`config.mk`:
```
export PLATFORM = sky130hd
export DESIGN_NAME = regfile_sequencer
export DESIGN_NICKNAME = d
export VERILOG_FILES = /design/src/rtl/regfile_seq_pkg.sv /design/src/rtl/regfile_sequencer.sv
export SDC_FILE = /design/constraint.sdc
export NUM_CORES = 1
export LEC_CHECK = 0
export CORE_ASPECT_RATIO = 0.6
export CORE_MARGIN = 10
export CORE_UTILIZATION = 39
export CTS_CLUSTER_DIAMETER = 120
export DETAILED_ROUTE_END_ITERATION = 8
export GPL_ROUTABILITY_DRIVEN = 0
export HOLD_SLACK_MARGIN = 0.03
export PLACE_DENSITY = 0.81
export SYNTH_ARGS = -nofsm -noshare
export SYNTH_HDL_FRONTEND = slang
export SYNTH_SLANG_ARGS = --single-unit
```
`constraint.sdc`:
```
create_clock -name clk -period 2.6 [get_ports clk]
set_input_delay 0.26 -clock clk [delete_from_list [all_inputs] [get_ports clk]]
set_output_delay 0.26 -clock clk [all_outputs]
set_load 0.01 [all_outputs]
```
`src/rtl/regfile_seq_pkg.sv`:
```
// rtl/regfile_seq_pkg.sv - shared types and constants for the register-file sequencer
package regfile_seq_pkg;

  localparam int OP_WIDTH        = 6;
  localparam int MAX_ALU_LATENCY = 16;
  localparam int CNT_WIDTH       = $clog2(MAX_ALU_LATENCY);

  typedef enum logic [1:0] {
    ST_IDLE = 2'd0,
    ST_READ = 2'd1,
    ST_EXEC = 2'd2,
    ST_WB   = 2'd3
  } seq_state_t;

  // 74181 op codes packed as {M, Cn, S[3:0]}; Cn is active-low carry-in
  localparam logic [OP_WIDTH-1:0] OP_ADD    = 6'b0_1_1001;
  localparam logic [OP_WIDTH-1:0] OP_SUB    = 6'b0_0_0110;
  localparam logic [OP_WIDTH-1:0] OP_AND    = 6'b1_1_1011;
  localparam logic [OP_WIDTH-1:0] OP_OR     = 6'b1_1_1110;
  localparam logic [OP_WIDTH-1:0] OP_XOR    = 6'b1_1_0110;
  localparam logic [OP_WIDTH-1:0] OP_PASS_A = 6'b1_1_1111;

endpackage

```
`src/rtl/regfile_sequencer.sv`:
```
// rtl/regfile_sequencer.sv - sequences one read/ALU/write-back register operation per command
module regfile_sequencer
  import regfile_seq_pkg::*;
#(
  parameter int DATA_WIDTH  = 16,
  parameter int NUM_REGS    = 8,
  parameter int ADDR_WIDTH  = $clog2(NUM_REGS),
  parameter int OP_WIDTH    = regfile_seq_pkg::OP_WIDTH,
  parameter int ALU_LATENCY = 1
) (
  input  logic                  clk,
  input  logic                  reset,
  input  logic                  cmd_valid,
  output logic                  cmd_ready,
  input  logic [ADDR_WIDTH-1:0] cmd_rs1,
  input  logic [ADDR_WIDTH-1:0] cmd_rs2,
  input  logic [ADDR_WIDTH-1:0] cmd_rd,
  input  logic [OP_WIDTH-1:0]   cmd_op,
  input  logic                  cmd_we,
  output logic [ADDR_WIDTH-1:0] rf_read_addr1,
  output logic [ADDR_WIDTH-1:0] rf_read_addr2,
  input  logic [DATA_WIDTH-1:0] rf_read_data1,
  input  logic [DATA_WIDTH-1:0] rf_read_data2,
  output logic                  rf_write_enable,
  output logic [ADDR_WIDTH-1:0] rf_write_addr,
  output logic [DATA_WIDTH-1:0] rf_write_data,
  output logic [DATA_WIDTH-1:0] alu_a,
  output logic [DATA_WIDTH-1:0] alu_b,
  output logic [OP_WIDTH-1:0]   alu_op,
  input  logic [DATA_WIDTH-1:0] alu_result,
  input  logic                  alu_cout,
  input  logic                  alu_aeqb,
  output logic                  rsp_valid,
  output logic [DATA_WIDTH-1:0] rsp_result,
  output logic                  rsp_cout,
  output logic                  rsp_aeqb,
  output logic                  rsp_err,
  output logic                  busy
);

  localparam logic [CNT_WIDTH-1:0]  LAT_M1      = CNT_WIDTH'(ALU_LATENCY - 1);
  localparam logic [ADDR_WIDTH:0]   NUM_REGS_C  = (ADDR_WIDTH + 1)'(NUM_REGS);

  seq_state_t              r_state;
  seq_state_t              w_next_state;
  logic [CNT_WIDTH-1:0]    r_cnt;
  logic [ADDR_WIDTH-1:0]   r_rs1;
  logic [ADDR_WIDTH-1:0]   r_rs2;
  logic [ADDR_WIDTH-1:0]   r_rd;
  logic [OP_WIDTH-1:0]     r_op;
  logic                    r_we;
  logic [DATA_WIDTH-1:0]   r_a;
  logic [DATA_WIDTH-1:0]   r_b;
  logic [DATA_WIDTH-1:0]   r_result;
  logic                    r_cout;
  logic                    r_aeqb;
  logic                    w_rd_ok;

  assign w_rd_ok = ({1'b0, r_rd} < NUM_REGS_C);

  always_ff @(posedge clk or posedge reset) begin
    if (reset) r_state <= ST_IDLE;
    else       r_state <= w_next_state;
  end

  always_ff @(posedge clk or posedge reset) begin
    if (reset) begin
      r_cnt    <= '0;
      r_rs1    <= '0;
      r_rs2    <= '0;
      r_rd     <= '0;
      r_op     <= '0;
      r_we     <= 1'b0;
      r_a      <= '0;
      r_b      <= '0;
      r_result <= '0;
      r_cout   <= 1'b0;
      r_aeqb   <= 1'b0;
    end else begin
      case (r_state)
        ST_IDLE: begin
          if (cmd_valid) begin
            r_rs1 <= cmd_rs1;
            r_rs2 <= cmd_rs2;
            r_rd  <= cmd_rd;
            r_op  <= cmd_op;
            r_we  <= cmd_we;
          end
        end
        ST_READ: begin
          r_a   <= rf_read_data1;
          r_b   <= rf_read_data2;
          r_cnt <= LAT_M1;
        end
        ST_EXEC: begin
          if (r_cnt == '0) begin
            r_result <= alu_result;
            r_cout   <= alu_cout;
            r_aeqb   <= alu_aeqb;
          end else begin
            r_cnt <= r_cnt - 1'b1;
          end
        end
        default: ;
      endcase
    end
  end

  always_comb begin
    w_next_state    = r_state;
    cmd_ready       = 1'b0;
    busy            = 1'b1;
    rsp_valid       = 1'b0;
    rf_write_enable = 1'b0;
    rsp_err         = 1'b0;
    case (r_state)
      ST_IDLE: begin
        cmd_ready = ~reset;
        busy      = 1'b0;
        if (cmd_valid) w_next_state = ST_READ;
      end
      ST_READ: w_next_state = ST_EXEC;
      ST_EXEC: if (r_cnt == '0) w_next_state = ST_WB;
      ST_WB: begin
        rsp_valid       = 1'b1;
        rf_write_enable = r_we & w_rd_ok;
        rsp_err         = r_we & ~w_rd_ok;
        w_next_state    = ST_IDLE;
      end
      default: w_next_state = ST_IDLE;
    endcase
  end

  // Write address/data are always driven; only the strobe qualifies the write
  assign rf_read_addr1 = r_rs1;
  assign rf_read_addr2 = r_rs2;
  assign rf_write_addr = r_rd;
  assign rf_write_data = r_result;
  assign alu_a         = r_a;
  assign alu_b         = r_b;
  assign alu_op        = r_op;
  assign rsp_result    = r_result;
  assign rsp_cout      = r_cout;
  assign rsp_aeqb      = r_aeqb;

endmodule

```
# Word level (Yosys, flattened, before mapping)
# Index checks and enable logic that the tools add are counted.
[totals]
wordCells = 36
ff_bits = 72
inputBits = 69
out_inout_bits = 86
[op_classes]
n_reduce_logical = 7
muxes = 9
eq_ne = 6
addsub = 1
n_bitwise = 1
[ops]
columns = ["op", "n"]
rows = [
  ["2-bit one-hot mux with 4 select lines", 1],
  ["4-bit one-hot mux with 2 select lines", 1],
  ["2-bit AND reduction", 4],
  ["2-bit inequality test, second input constant", 3],
  ["2-bit == test, second input constant", 2],
  ["4-bit logical NOT", 1],
  ["1-bit 2-to-1 mux", 4],
  ["2-bit 2-to-1 mux", 2],
  ["4-bit 2-to-1 mux", 1],
  ["4-bit by 1-bit subtractor with 4-bit output, second input constant", 1],
  ["2-bit by 1-bit == test with 1-bit output, second input constant", 1],
  ["2-bit logical NOT", 1],
  ["2-bit nonzero test", 1],
  ["1-bit NOT", 1],
]

# Longest topological paths before layout
[logic_depth]
depth_word = 3
ltp_mapped = 6
depth_no_buf = 5

# Worst setup path after synthesis
# Ideal clock, no wire load.
[synth_timing]
path_type = "register to register"
from = "register r_state[0]"
to = "register r_result[10], in the netlist rf_write_data[10]"
required_ns = 2.475
synth_period_minus_slack_ns = 1.616
setup_time_ns = 0.125
arrival_ns = 1.491
slack_ns = 0.984
stages_incl_launch_ff = 6
n_path_buf = 1
cell_sequence = "dfrtp_1 -> inv_1 -> ha_1 -> and4bb_2 -> buf_6 -> mux2_2"
[synth_via]
elab_chain_len = 2
[synth_lines]
columns = ["element", "line", "rtl"]
rows = [
  ["start: declaration", "regfile_sequencer.sv:44", "seq_state_t r_state;"],
  ["start signal: assignment", "regfile_sequencer.sv:63", "else r_state <= w_next_state;"],
  ["2-bit == test", "regfile_sequencer.sv:80", "case (r_state)"],
  ["2-bit AND reduction (no line)", "n/a", ""],
  ["end signal: assignment", "regfile_sequencer.sv:97", "r_result <= alu_result;"],
  ["end: declaration", "regfile_sequencer.sv:54", "logic [DATA_WIDTH-1:0] r_result;"],
]
# Every way passes these cells.
# A chain may end at the register's enable or synchronous reset.

# Worst setup path after layout
[layout_timing]
from = "register r_state[0]"
to = "output port cmd_ready"
[layout_via]
elab_chain_len = 2
[layout_lines]
columns = ["element", "line", "rtl"]
rows = [
  ["2-bit logical NOT", "regfile_sequencer.sv:116", "case (r_state)"],
  ["1-bit 2-to-1 mux", "regfile_sequencer.sv:116", ""],
  ["end: declaration", "regfile_sequencer.sv:14", "output logic cmd_ready,"],
]
# Every way passes these cells.

==> flow_summary.ini <==
[floorplan]
core_area_um2 = 7330
die_width_um = 133
dieArea_um2 = 11600
start_util_pct = 40.6
fp.dieH_um = 87.6
io_pins = 155
rows = 24

[finish]
mostFrequentLayoutCells = clkdlybuf4s50_1, dfrtp_1, mux2_2, clkbuf_16, ha_1
layout.cells.most_common = clkdlybuf4s50_1
seqCellArea_um2 = 1800
area_delta_synth_final_pct = 60.6
multiInputGateArea_um2 = 975
post-route-cell-area_um2 = 4780
nFillCells = 588
post-route-util_pct = 65.2
final_nets = 415
stdcell_count = 449
diodes = 0
layout-drive-gt1-share_pct = 25.5

[sta]
setup_ws_ps = 597
finalClockSkew_ps = 4.97
worst_pin_slew_ps = 643
period_share_pct = 77.0
slew_headroom_pct = 57.1
hold_viol = 0
tns_ps = 0
rsz0062_at_grt = no
slew_violations = 0
finalSetupViolCount = 0
fmax_mhz = 499
min_period_ps = 2000

[worst_setup_path]
critPathSlowestCell = clkdlybuf4s50_1
worstPathRequired_ps = 2340
path_common_cell = inv_1
cp.arrival_ps = 1740
start_kind = register
crit_family = buffers and inverters
path_class = reg -> out
crit_path_max_incr_delay_ps = 540
crit_buf_inv = 3
crit_fanout = 4
timing.critical_path.cells = inv_1, ha_1, inv_1, nor2_1, clkdlybuf4s50_1
cp-end-kind = output port

[power_and_ir_drop]
ir_drop_v = 0.000817
powerDensity_nw_per_um2 = 1290
total_leakage_power_nw = 2.00

[route]
viasPerCell = 4.60
initialDrtViolationCount = 66
drtAntennaViolNets = 0
wl_per_cell_um = 17.4
num_vias = 2066
drc = 0
wirelength_um = 7830
drt_pass1_iterations = 2

[clocking]
clk_latency_ps = 330
cts_made_buffers = 9
cts_sinks = 72
clk_pin_slew_ps = 60
cts_tree = yes
clk_path_buf_depth = 2
cts_hold_buf = 0
post_cts_buffers = 0
cts-root-buf = clkbuf_16
cts-htree-levels = 3
cts_resized = 0

[run]
max_cap_violations = 0

[synthesis]
avgSynthCellArea_um2 = 15.0
yosys_warnings = 0
yosysSeqAreaShare_pct = 60.6
synthMuxAreaShare_pct = 25.8
synth_cells = 198
synthXorXnorAreaFrac_pct = 0
yosys.area_share.simple_pct = 2.61
synth_top_family_by_area = multiplexers
synthAdderAreaFrac_pct = 2.53
syn-cell-area_um2 = 2970
synth-compound-area-share_pct = 1.77
synth.distinct_cells = 23
syn-num-nets = 273
synth-seq-cells = 72

[status]
status = complete, no violations

[grt]
antenna_found_initial = 0
grt_pass1_vias = 2246
gr-total-overflow = 0
grt.total_usage_pct = 13.6
grt_pass1_wl_um = 12500
grt_max_degree = 49

[place]
pre_cts_ws_ps = 605
placed_cell_area_um2 = 4490
hpwl_um = 6110
port_buffers = 153
dp.cells = 433

[min_path]
hold_class = in -> async
where the power goes:
part / internal [W] / switching, W
sequential: 0.00168 / 0.000308
clock: 0.000733 / 0.000444
combinational: 0.00187 / 0.00111
total: 0.00428 / 0.00186
kinds of logic after synthesis:
group           count (synthesis)
buf+inv                        30
flops                          72
mux                            68
simple gates                   13
other cells                     1
fa+ha+maj                       6
compound gates                  8
stage by stage:
step	hold slack, ps	power [W]
after floorplan	411	0.00351
after global placement	482	0.00495
after detailed placement	487	0.00505
after CTS	342	0.00627
after global routing	364	0.00654
final	330	0.00614
synth_stat cells (all sizes together):
| cell | number | area (µm²) |
|---|---|---|
| a21oi | 1 | 8.76 |
| nor2 | 3 | 11.3 |
| ha | 6 | 75.1 |
| a22o | 1 | 8.76 |
| o32a | 1 | 10.0 |
| nor3 | 1 | 5.00 |
| and2 | 1 | 6.26 |
| conb | 1 | 3.75 |
| or3b | 1 | 8.76 |
| and2b | 1 | 7.51 |
| buf | 23 | 170 |
| nand2 | 3 | 11.3 |
| o21ai | 5 | 25.0 |
| dfrtp | 72 | 1800 |
| and4bb | 1 | 12.5 |
| nand4b | 1 | 8.76 |
| clkbuf | 1 | 3.75 |
| nor2b | 1 | 6.26 |
| mux2 | 68 | 766 |
| inv | 6 | 22.5 |
cell type report:
cell class / count / share of cell area (%)
flip-flops and latches: 72 / 37.7
clock inverters: 7 / 1.31
repair buffers: 155 / 32.6
inverters: 6 / 0.472
clock buffers: 9 / 4.72
multi-input cells: 96 / 20.4
well taps: 104 / 2.72
worst reg2reg max path, stage by stage (launching register included):
cell and delay [ps]:
dfrtp_1 410, inv_1 110, ha_1 330, and4bb_2 620, mux2_2 400
path summary, 6_finish.rpt:
| check | start | end | slack (ps) | cells after the start |
|---|---|---|---|---|
| max | r_state[0] | cmd_ready | 600 | 5 |
| min | reset | rf_read_addr1[1] | 330 | 2 |
| max reg2reg | r_state[0] | rf_write_data[6] | 610 | 4 |
| min reg2reg | r_we | r_we | 500 | 1 |
| max in group asynchronous | reset | alu_b[12] | 1630 | 3 |
| min in group clk | r_we | r_we | 500 | 1 |
metal layers:
layer	GRT usage [%]	vias up	wire, µm
met1	15.4	1002	3320
met4	4.17	0	82
met2	20.6	102	3420
met3	9.09	10	1000
met5	0	-	0
li1	-	952	-
sequential cells by signal (all words and copies together) (netlist names), 2 cells and up:
register       count
alu_b             16
rf_write_data     16
rf_write_addr      3
rf_read_addr1      3
alu_a             16
alu_op             6
r_cnt              4
rf_read_addr2      3
r_state            2
(Power assumes the default switching activity.)
